<file path="config.mk">
export PLATFORM = sky130hd
export DESIGN_NAME = hermes_pkt_tx_flat
export DESIGN_NICKNAME = d
export VERILOG_FILES = /design/src/rtl/hermes_pkg.sv /design/src/rtl/hermes_pkt_tx_if.sv /design/src/rtl/hermes_payload_gen.sv /design/src/rtl/hermes_pkt_tx.sv /design/src/flat_wrapper.sv
export SDC_FILE = /design/constraint.sdc
export NUM_CORES = 1
export LEC_CHECK = 0
export ABC_CLOCK_PERIOD_IN_PS = 2300
export BUFFER_PORTS_ARGS = -buffer_cell sky130_fd_sc_hd__buf_2
export CORE_ASPECT_RATIO = 0.5
export CORE_UTILIZATION = 56
export CTS_CLUSTER_DIAMETER = 200
export DETAILED_ROUTE_END_ITERATION = 16
export GPL_TIMING_DRIVEN = 1
export PLACE_DENSITY = 0.8
export SETUP_SLACK_MARGIN = 0.02
export SLEW_MARGIN = 40
export SYNTH_ARGS = -nofsm -noshare
export SYNTH_HDL_FRONTEND = slang
export SYNTH_SLANG_ARGS = --single-unit
</file>
<file path="constraint.sdc">
create_clock -name clock -period 2.3 [get_ports clock]
set_input_delay 0.69 -clock clock [delete_from_list [all_inputs] [get_ports clock]]
set_output_delay 0.69 -clock clock [all_outputs]
set_load 0.05 [all_outputs]
</file>
<file path="src/rtl/hermes_pkg.sv">
// hermes_pkg: shared types and constants for the Hermes packet transmitter.
// Optional build macro HERMES_TX_LFSR_EN is consumed by hermes_payload_gen.
package hermes_pkg;

    // Default flit width; also the width of the size field
    localparam int unsigned FLIT_W_DEF = 16;

    // Router port indices
    localparam int unsigned EAST  = 0;
    localparam int unsigned WEST  = 1;
    localparam int unsigned NORTH = 2;
    localparam int unsigned SOUTH = 3;
    localparam int unsigned LOCAL = 4;

    // Fibonacci LFSR taps 16,15,13,4 expressed as a bit mask (bits 15,14,12,3)
    localparam logic [15:0] LFSR_TAPS = 16'hD008;

    // Transmitter FSM states
    typedef enum logic [2:0] {
        S_IDLE,
        S_HEADER,
        S_SIZE,
        S_PAYLOAD,
        S_GAP
    } tx_fsm_type;

endpackage

</file>
<file path="src/rtl/hermes_pkt_tx_if.sv">
// hermes_pkt_tx_if: credit-based flit link between the transmitter and a
// router input port (tx -> rx, data_out -> data_in, credit_o -> credit_i).
interface hermes_pkt_tx_if #(
    parameter int unsigned FLIT_W = 16
);

    logic              tx;
    logic [FLIT_W-1:0] data_out;
    logic              credit_i;

    // Sending end (the transmitter)
    modport master (
        output tx,
        output data_out,
        input  credit_i
    );

    // Receiving end (the router input buffer)
    modport slave (
        input  tx,
        input  data_out,
        output credit_i
    );

endinterface

</file>
<file path="src/rtl/hermes_payload_gen.sv">
// hermes_payload_gen: payload word register for hermes_pkt_tx.
// Default build advances by +1 (mod 2^FLIT_W). With HERMES_TX_LFSR_EN defined
// it advances as a Fibonacci LFSR (shift left, feedback into bit 0) and a zero
// seed is replaced by 1 at load so the sequence never locks up.
module hermes_payload_gen
    import hermes_pkg::*;
#(
    parameter int unsigned FLIT_W = FLIT_W_DEF
) (
    input  logic              clock,
    input  logic              reset,
    input  logic              i_load,
    input  logic              i_advance,
    input  logic [FLIT_W-1:0] i_seed,
    output logic [FLIT_W-1:0] o_value
);

    logic [FLIT_W-1:0] r_value;
    logic [FLIT_W-1:0] w_next;
    logic [FLIT_W-1:0] w_load_val;

`ifdef HERMES_TX_LFSR_EN
    logic [FLIT_W-1:0] w_taps;
    logic              w_fb;

    // LFSR successor and zero-seed substitution
    always_comb begin
        w_taps     = FLIT_W'(LFSR_TAPS);
        w_fb       = ^(r_value & w_taps);
        w_next     = {r_value[FLIT_W-2:0], w_fb};
        w_load_val = (i_seed == '0) ? FLIT_W'(1) : i_seed;
    end
`else
    // Incrementing successor; seed is used as-is
    always_comb begin
        w_next     = r_value + FLIT_W'(1);
        w_load_val = i_seed;
    end
`endif

    // Payload register: load on accepted start, advance on each payload transfer
    always_ff @(posedge clock or negedge reset) begin
        if (!reset) begin
            r_value <= '0;
        end else if (i_load) begin
            r_value <= w_load_val;
        end else if (i_advance) begin
            r_value <= w_next;
        end
    end

    assign o_value = r_value;

endmodule

</file>
<file path="src/rtl/hermes_pkt_tx.sv">
// hermes_pkt_tx: credit-based Hermes packet transmitter (header, size, payload).
// Optional build macro HERMES_TX_LFSR_EN selects an LFSR payload sequence
// (implemented in hermes_payload_gen); default build uses incrementing payload.
module hermes_pkt_tx
    import hermes_pkg::*;
#(
    parameter int unsigned FLIT_W  = FLIT_W_DEF,
    parameter int unsigned GAP_CYC = 2
) (
    input  logic                clock,
    input  logic                reset,
    input  logic                start,
    input  logic [FLIT_W-1:0]   target,
    input  logic [FLIT_W-1:0]   size,
    input  logic [FLIT_W-1:0]   seed,
    hermes_pkt_tx_if.master     link,
    output logic                busy,
    output logic                done,
    output logic [15:0]         pkt_cnt
);

    // S_GAP always lasts at least one cycle (the done cycle)
    localparam int unsigned GAP_LAST = (GAP_CYC > 1) ? (GAP_CYC - 1) : 0;

    tx_fsm_type        r_state;
    tx_fsm_type        w_state_nxt;

    logic [FLIT_W-1:0] r_target;
    logic [FLIT_W-1:0] r_size;
    logic [FLIT_W-1:0] r_rem;
    logic [15:0]       r_gap_cnt;
    logic              r_done;
    logic [15:0]       r_pkt_cnt;

    logic              w_tx;
    logic [FLIT_W-1:0] w_data;
    logic              w_accept;
    logic              w_advance;
    logic              w_pkt_end;
    logic              w_gap_last;
    logic [FLIT_W-1:0] w_payload;

    assign w_gap_last = (r_gap_cnt == 16'(GAP_LAST));

    hermes_payload_gen #(
        .FLIT_W (FLIT_W)
    ) u_payload_gen (
        .clock     (clock),
        .reset     (reset),
        .i_load    (w_accept),
        .i_advance (w_advance),
        .i_seed    (seed),
        .o_value   (w_payload)
    );

    // FSM state register
    always_ff @(posedge clock or negedge reset) begin
        if (!reset) begin
            r_state <= S_IDLE;
        end else begin
            r_state <= w_state_nxt;
        end
    end

    // Next state and link outputs; tx/data depend only on state so they hold under backpressure
    always_comb begin
        w_state_nxt = r_state;
        w_tx        = 1'b0;
        w_data      = '0;
        w_accept    = 1'b0;
        w_advance   = 1'b0;
        w_pkt_end   = 1'b0;
        case (r_state)
            S_IDLE: begin
                if (start) begin
                    w_accept    = 1'b1;
                    w_state_nxt = S_HEADER;
                end
            end
            S_HEADER: begin
                w_tx   = 1'b1;
                w_data = r_target;
                if (link.credit_i) begin
                    w_state_nxt = S_SIZE;
                end
            end
            S_SIZE: begin
                w_tx   = 1'b1;
                w_data = r_size;
                if (link.credit_i) begin
                    if (r_size == '0) begin
                        w_pkt_end   = 1'b1;
                        w_state_nxt = S_GAP;
                    end else begin
                        w_state_nxt = S_PAYLOAD;
                    end
                end
            end
            S_PAYLOAD: begin
                w_tx   = 1'b1;
                w_data = w_payload;
                if (link.credit_i) begin
                    w_advance = 1'b1;
                    if (r_rem == FLIT_W'(1)) begin
                        w_pkt_end   = 1'b1;
                        w_state_nxt = S_GAP;
                    end
                end
            end
            S_GAP: begin
                if (w_gap_last) begin
                    w_state_nxt = S_IDLE;
                end
            end
            default: begin
                w_state_nxt = S_IDLE;
            end
        endcase
    end

    // Packet fields captured on accepted start; remaining count tracks payload transfers
    always_ff @(posedge clock or negedge reset) begin
        if (!reset) begin
            r_target <= '0;
            r_size   <= '0;
            r_rem    <= '0;
        end else if (w_accept) begin
            r_target <= target;
            r_size   <= size;
            r_rem    <= size;
        end else if (w_advance) begin
            r_rem    <= r_rem - FLIT_W'(1);
        end
    end

    // Gap counter: restarts on packet end, counts while in S_GAP
    always_ff @(posedge clock or negedge reset) begin
        if (!reset) begin
            r_gap_cnt <= '0;
        end else if (w_pkt_end) begin
            r_gap_cnt <= '0;
        end else if ((r_state == S_GAP) && !w_gap_last) begin
            r_gap_cnt <= r_gap_cnt + 16'd1;
        end
    end

    // Done pulse and packet counter, both updated by the final transfer
    always_ff @(posedge clock or negedge reset) begin
        if (!reset) begin
            r_done    <= 1'b0;
            r_pkt_cnt <= '0;
        end else begin
            r_done <= w_pkt_end;
            if (w_pkt_end) begin
                r_pkt_cnt <= r_pkt_cnt + 16'd1;
            end
        end
    end

    assign link.tx       = w_tx;
    assign link.data_out = w_data;
    assign busy          = (r_state != S_IDLE);
    assign done          = r_done;
    assign pkt_cnt       = r_pkt_cnt;

endmodule

</file>
<file path="src/flat_wrapper.sv">
// flat-port wrapper written by rule: the top's interface ports become plain ports
module hermes_pkt_tx_flat import hermes_pkg::*;
#(
    parameter int unsigned FLIT_W  = FLIT_W_DEF,
    parameter int unsigned GAP_CYC = 2
)
  (clock, reset, start, target, size, seed, busy, done, pkt_cnt, link_tx, link_data_out, link_credit_i);
  hermes_pkt_tx_if #(.FLIT_W(FLIT_W)) link_i ();
  input  logic clock;
  input  logic reset;
  input  logic start;
  input  logic [FLIT_W-1:0] target;
  input  logic [FLIT_W-1:0] size;
  input  logic [FLIT_W-1:0] seed;
  output logic busy;
  output logic done;
  output logic [15:0] pkt_cnt;
  output wire logic [$bits(link_i.tx)-1:0] link_tx;
  output wire logic [$bits(link_i.data_out)-1:0] link_data_out;
  input wire logic [$bits(link_i.credit_i)-1:0] link_credit_i;
  assign link_tx = link_i.tx;
  assign link_data_out = link_i.data_out;
  assign link_i.credit_i = link_credit_i;
  hermes_pkt_tx #(.FLIT_W(FLIT_W), .GAP_CYC(GAP_CYC)) u_core (.clock(clock), .reset(reset), .start(start), .target(target), .size(size), .seed(seed), .link(link_i), .busy(busy), .done(done), .pkt_cnt(pkt_cnt));
endmodule
</file>
# Word-level counts from Yosys, hierarchy flattened
# Index checks and enable logic that the tools add are counted.
[op_classes] addsub=4 muxes=25 n_reduce_logical=9 eq_ne=12
[ops] operator="16-bit two-way mux" n=6
[ops] operator="16-bit by 1-bit adder with 16-bit output (second input constant)" n=3
[ops] operator="16-bit case mux with 3 select lines" n=1
[ops] operator="16-bit by 1-bit == test with 1-bit output (second input constant)" n=2
[ops] operator="3-bit two-way mux" n=7
[ops] operator="16-bit logical NOT" n=1
[ops] operator="16-bit by 1-bit subtractor with 16-bit output (second input constant)" n=1
[ops] operator="3-bit case mux with 5 select lines" n=1
[ops] operator="1-bit two-way mux" n=9
[ops] operator="2-bit != test (second input constant)" n=4
[ops] operator="3-bit by 2-bit == test with 1-bit output (second input constant)" n=2
[ops] operator="6-bit AND reduction" n=1
[ops] operator="2-bit by 1-bit != test with 1-bit output (second input constant)" n=2
[ops] operator="2-bit nonzero test" n=2
[ops] operator="3-bit by 1-bit == test with 1-bit output (second input constant)" n=1
[ops] operator="3-bit == test (second input constant)" n=1
[ops] operator="3-bit logical NOT" n=1
[ops] operator="3-bit nonzero test" n=1
[ops] operator="3-bit OR reduction" n=1
[ops] operator="1-bit case mux with 2 select lines" n=1
[ops] operator="1-bit logical AND" n=1
[ops] operator="1-bit logical NOT" n=1
[word_totals] ff_bits=100 in_bits=52 out_inout_bits=35 elab_cells=58

# Depth between registers and ports, before layout
[depth] word_depth=5 ltp_mapped=8 mapped_depth_nobuf=7

# Hierarchy
# From an unflattened synthesis, not the netlist that was laid out.
[unflattened] hier_cells=554 area_unflattened_um2=5191.2
[by_module_without_submodules] module="hermes_pkt_tx" cells_per_inst=455 n_inst=1 area_each_um2=4247.8
[by_module_without_submodules] module="hermes_payload_gen" cells_per_inst=99 n_inst=1 area_each_um2=943.4

# Worst setup path before layout
# OpenSTA, ideal clock, no wires.
[synth_timing] path_type="register to output" startpoint="reg u_core.r_state[1]" endpoint="out link_data_out[3]" arrival_ns=1.953 path_slack_ns=-0.343 path_stages_with_launch=7 required_time_ns=1.610 n_path_buf=3 cell_sequence="dfrtp_1 -> buf_2 -> nor2b_1 -> clkbuf_1 -> buf_1 -> a22oi_1 -> nor2_1"
[synth_via] elab_chain_len=2 word_cells_on_any_way=4
[synth_rtl] item="start, declared" line="hermes_pkt_tx.sv:25" text="tx_fsm_type r_state;"
[synth_rtl] item="start signal, assigned" line="hermes_pkt_tx.sv:61" text="r_state <= w_state_nxt;"
[synth_rtl] item="3-bit by 2-bit == test with 1-bit output / 3-bit by 1-bit == test with 1-bit output (equally long branches)" line="hermes_pkt_tx.sv:73" text="case (r_state)"
[synth_rtl] item="16-bit case mux with 3 select lines (*)" line="hermes_pkt_tx.sv:73"
[synth_rtl] item="end, declared" line="flat_wrapper.sv:19" text="output wire logic [$bits(link_i.data_out)-1:0] link_data_out;"
# Mark *: on every way between the ends. The rest lies on a longest branch, timed or not.

# Worst setup path after layout
[layout_timing] startpoint="reg u_core.r_state[1]" endpoint="out link_data_out[11]"
# The elaborated chain is that of the path after synthesis.

==> qor.yml <==
status:
  status: "complete, but fails checks"
  violations: "setup timing"
job:
  maxCapViolations: 0
floorplanning:
  ios: 87
  die_w_um: 136.1
  initial_core_util: 0.5780
  rows: 24
  core-area_um2: 8708
  dieHeight_um: 69.04
  fp.dieArea_um2: 9395
timing:
  setup_tns_ns: -1.106
  worst_slack_ns: -0.1068
  whs_ns: 0.2627
  rsz0062_at_grt: "true"
  slew_headroom: 0.6722
  timing.final.crit_share: 1.046
  finClkSkew_ns: 0.009597
  clock.fmax_mhz: 415.5
  hold_viol_final: 0
  min_period_ns: 2.407
  slew_violations: 0
  setup_viol: 17
  tightest_slew_ns: 0.4917
critical_path:
  crit_path_start_kind: "flip-flop"
  crit_arrival_ns: 1.72
  crit_path_end_kind: "primary output"
  crit_required_ns: 1.61
  worstPathMaxFanout: 8
  timing.setup.critical_path_class: "flip-flop to primary output"
synthesis:
  synth_seq_area_share: 0.4971
  ys_warn_count: 0
  synth_cell_type_count: 45
  synthCells: 543
  synthesis.area_um2: 5034
  synth_edf_count: 0
  async_flop_share: 1.000
  synth_seq_cells: 100
  yosys_most_used_dff: "dfrtp_1"
  synth_nets: 601
  avgSynthCellArea_um2: 9.270
clock_network:
  clkLatencyLatePin_ns: 0.36
  cts_inserted_buffers: 9
  htree_levels: 3
  clock_path_buffers: 2
  cts_hold_buf: 0
  clk_pin_slew_ns: 0.07
  cts-root-buf: "clkbuf_16"
  post-cts-setup-buffers: 0
  cts.sinks: 100
  cts_tree: "built"
routing:
  top_layer: "met4"
  wl_met1_um: 5724
  first_pass_iters: 5
  drc: 0
  wl_per_cell_um: 16.61
  avgViaCountPerCell: 5.722
  drt-total-wl_um: 12660
  vias: 4360
  wl_met3_um: 805
  wl_met2_um: 5867
  ant_nets: 0
  drt_iter0_drc: 340
finish:
  n_fill_cell: 576
  antenna_cells: 0
  fin_cells: 762
  drive_above_1_share: 0.3008
  post-route-util: 0.7356
  multi_input_area_um2: 2606
  fin_nets: 698
  syn_to_final_growth_pct: 27.27
  ff_latch_area_um2: 2505
pwr:
  clock_power_share: 0.204
  power.density_nw_per_um2: 1207
  p_int_w: 0.004557
  power.share.combinational: 0.409
  ir_drop_mv: 0.6407
  p_switching_w: 0.003177
  p_leak_nw: 2.875
  seqPwrFrac: 0.387
  p_sw_frac: 0.4108
global_route:
  grt_pass1_vias: 4257
  grt_max_degree: 45
  antenna_found_initial: 0
  grt_remaining_overflow: 0
  grt_pass1_wl_um: 20660
  track_usage: 0.2847
place:
  dp_slack_ns: 0.1274
  dp.cells: 744
  dp_hpwl_um: 8480
  place.gp.congestion: 0.8594
  io_buffers: 86
hold_path:
  min-delay-path-class: "primary input to async pin"
==> cell usage in the layout (no fill, tap or decap), types with 3 or more instances in the layout <==
master	instances
nand3_1	23
mux2_2	10
mux2_4	7
nand2_1	133
and4_1	5
a22oi_2	16
o211ai_1	3
buf_4	22
nand4_1	10
nor2_2	7
clkbuf_16	9
a311oi_1	4
o21ai_0	19
nor2_1	34
ha_1	6
o21ai_1	4
buf_2	67
buf_6	21
or4_1	3
a21oi_1	4
dfrtp_1	98
inv_1	7
nor2_4	9
xnor2_1	28
nor3_1	7
nor4_1	10
and3_1	5
xor2_1	26
==> worst max-delay path, stage by stage, from the launching register on <==
cell	delay [ns]
dfrtp_2	0.45
buf_6	0.16
mux2_4	0.32
a22oi_2	0.22
nor2_4	0.05
buf_6	0.15
==> state kept, by name, summed over array words and instances (netlist names) <==
| signal | count |
|---|---|
| u_core.r_state | 3 |
| u_core.r_target | 16 |
| u_core.pkt_cnt | 16 |
| u_core.r_size | 16 |
| u_core.done | 1 |
| u_core.r_rem | 16 |
| u_core.r_gap_cnt | 16 |
| u_core.u_payload_gen.o_value | 16 |
==> metal layers <==
metal / global-route usage / vias to the layer above
li1: - / 2048
met1: 0.3845 / 2120
met2: 0.4473 / 159
met3: 0.06770 / 33
met4: 0.1012 / 0
met5: 0.01667 / -
==> power groups by stage <==
stage | registers, W | clock network [W] | logic (W)
4_1_cts | 0.00296 | 0.00160 | 0.00310
5_1_grt | 0.00307 | 0.00167 | 0.00339
6_report | 0.00299 | 0.00158 | 0.00316
3_3_place_gp | 0.00291 | 0 | 0.00256
3_5_place_dp | 0.00294 | 0 | 0.00263
2_1_floorplan | 0.00279 | 0 | 0.00204
==> logic make-up (layout without fill, tap and decap cells) <==
logic type | Yosys count | in the layout | synth area share
AOI/OAI and AO/OA | 60 | 60 | 0.07805
xor gates and xnor gates | 54 | 54 | 0.09396
adders and majority gates | 6 | 6 | 0.01491
buffers and inverters | 36 | 138 | 0.02759
DFF | 100 | 100 | 0.4971
muxes | 17 | 17 | 0.03803
and+or+nand+nor | 270 | 270 | 0.2503
==> Yosys cell counts, types with 4 or more instances <==
| cell | count | share of area |
|---|---|---|
| nor3_1 | 8 | 0.0080 |
| a311oi_1 | 4 | 0.0070 |
| xor2_1 | 26 | 0.045 |
| nor4_1 | 10 | 0.012 |
| ha_1 | 6 | 0.015 |
| dfrtp_1 | 100 | 0.50 |
| and3_1 | 5 | 0.0062 |
| a21oi_1 | 5 | 0.0050 |
| nand2_1 | 133 | 0.099 |
| o21ai_0 | 20 | 0.020 |
| nor2_1 | 50 | 0.037 |
| buf_1 | 5 | 0.0037 |
| and4_1 | 5 | 0.0087 |
| xnor2_1 | 28 | 0.049 |
| clkbuf_1 | 21 | 0.016 |
| inv_1 | 7 | 0.0052 |
| a22oi_1 | 16 | 0.024 |
| nand3_1 | 23 | 0.023 |
| mux2_2 | 17 | 0.038 |
| nand4_1 | 10 | 0.012 |
==> worst paths after layout <==
path,end,cells after the start,startpoint,slack (ns)
min in group clock,u_core.r_target[13],2,u_core.r_target[13],0.47
worst max register to register,u_core.u_payload_gen.o_value[13],7,u_core.r_state[1],0.10
worst min-delay path,u_core.r_target[11],1,reset,0.26
worst max-delay path,link_data_out[11],5,u_core.r_state[1],-0.11
worst min register to register,u_core.r_target[13],2,u_core.r_target[13],0.47
max in group asynchronous,u_core.done,2,reset,1.41
==> cell type report <==
| class | count | area share |
|---|---|---|
| clock buffer | 9 | 0.03516 |
| tap | 117 | 0.02285 |
| multi-input combinational | 407 | 0.4068 |
| timing repair buffer | 115 | 0.1271 |
| inverter | 7 | 0.004102 |
| clock inverter | 7 | 0.01289 |
| sequential | 100 | 0.3910 |
==> timing repair <==
item / in CTS / in global routing
pin swaps: 16 / 3
gates cloned: 2 / 0
endpoints found under the setup margin: 17 / 25
gates resized for setup: 70 / 8
==> per-stage QoR <==
stage	power, W	cell area [µm²]
2_1_floorplan	0.004829	5119
3_3_place_gp	0.005479	5812
3_5_place_dp	0.005570	5812
4_1_cts	0.007654	6382
5_1_grt	0.008127	6406
6_report	0.007734	6406
Note: power is estimated with default switching activity, not from simulation.
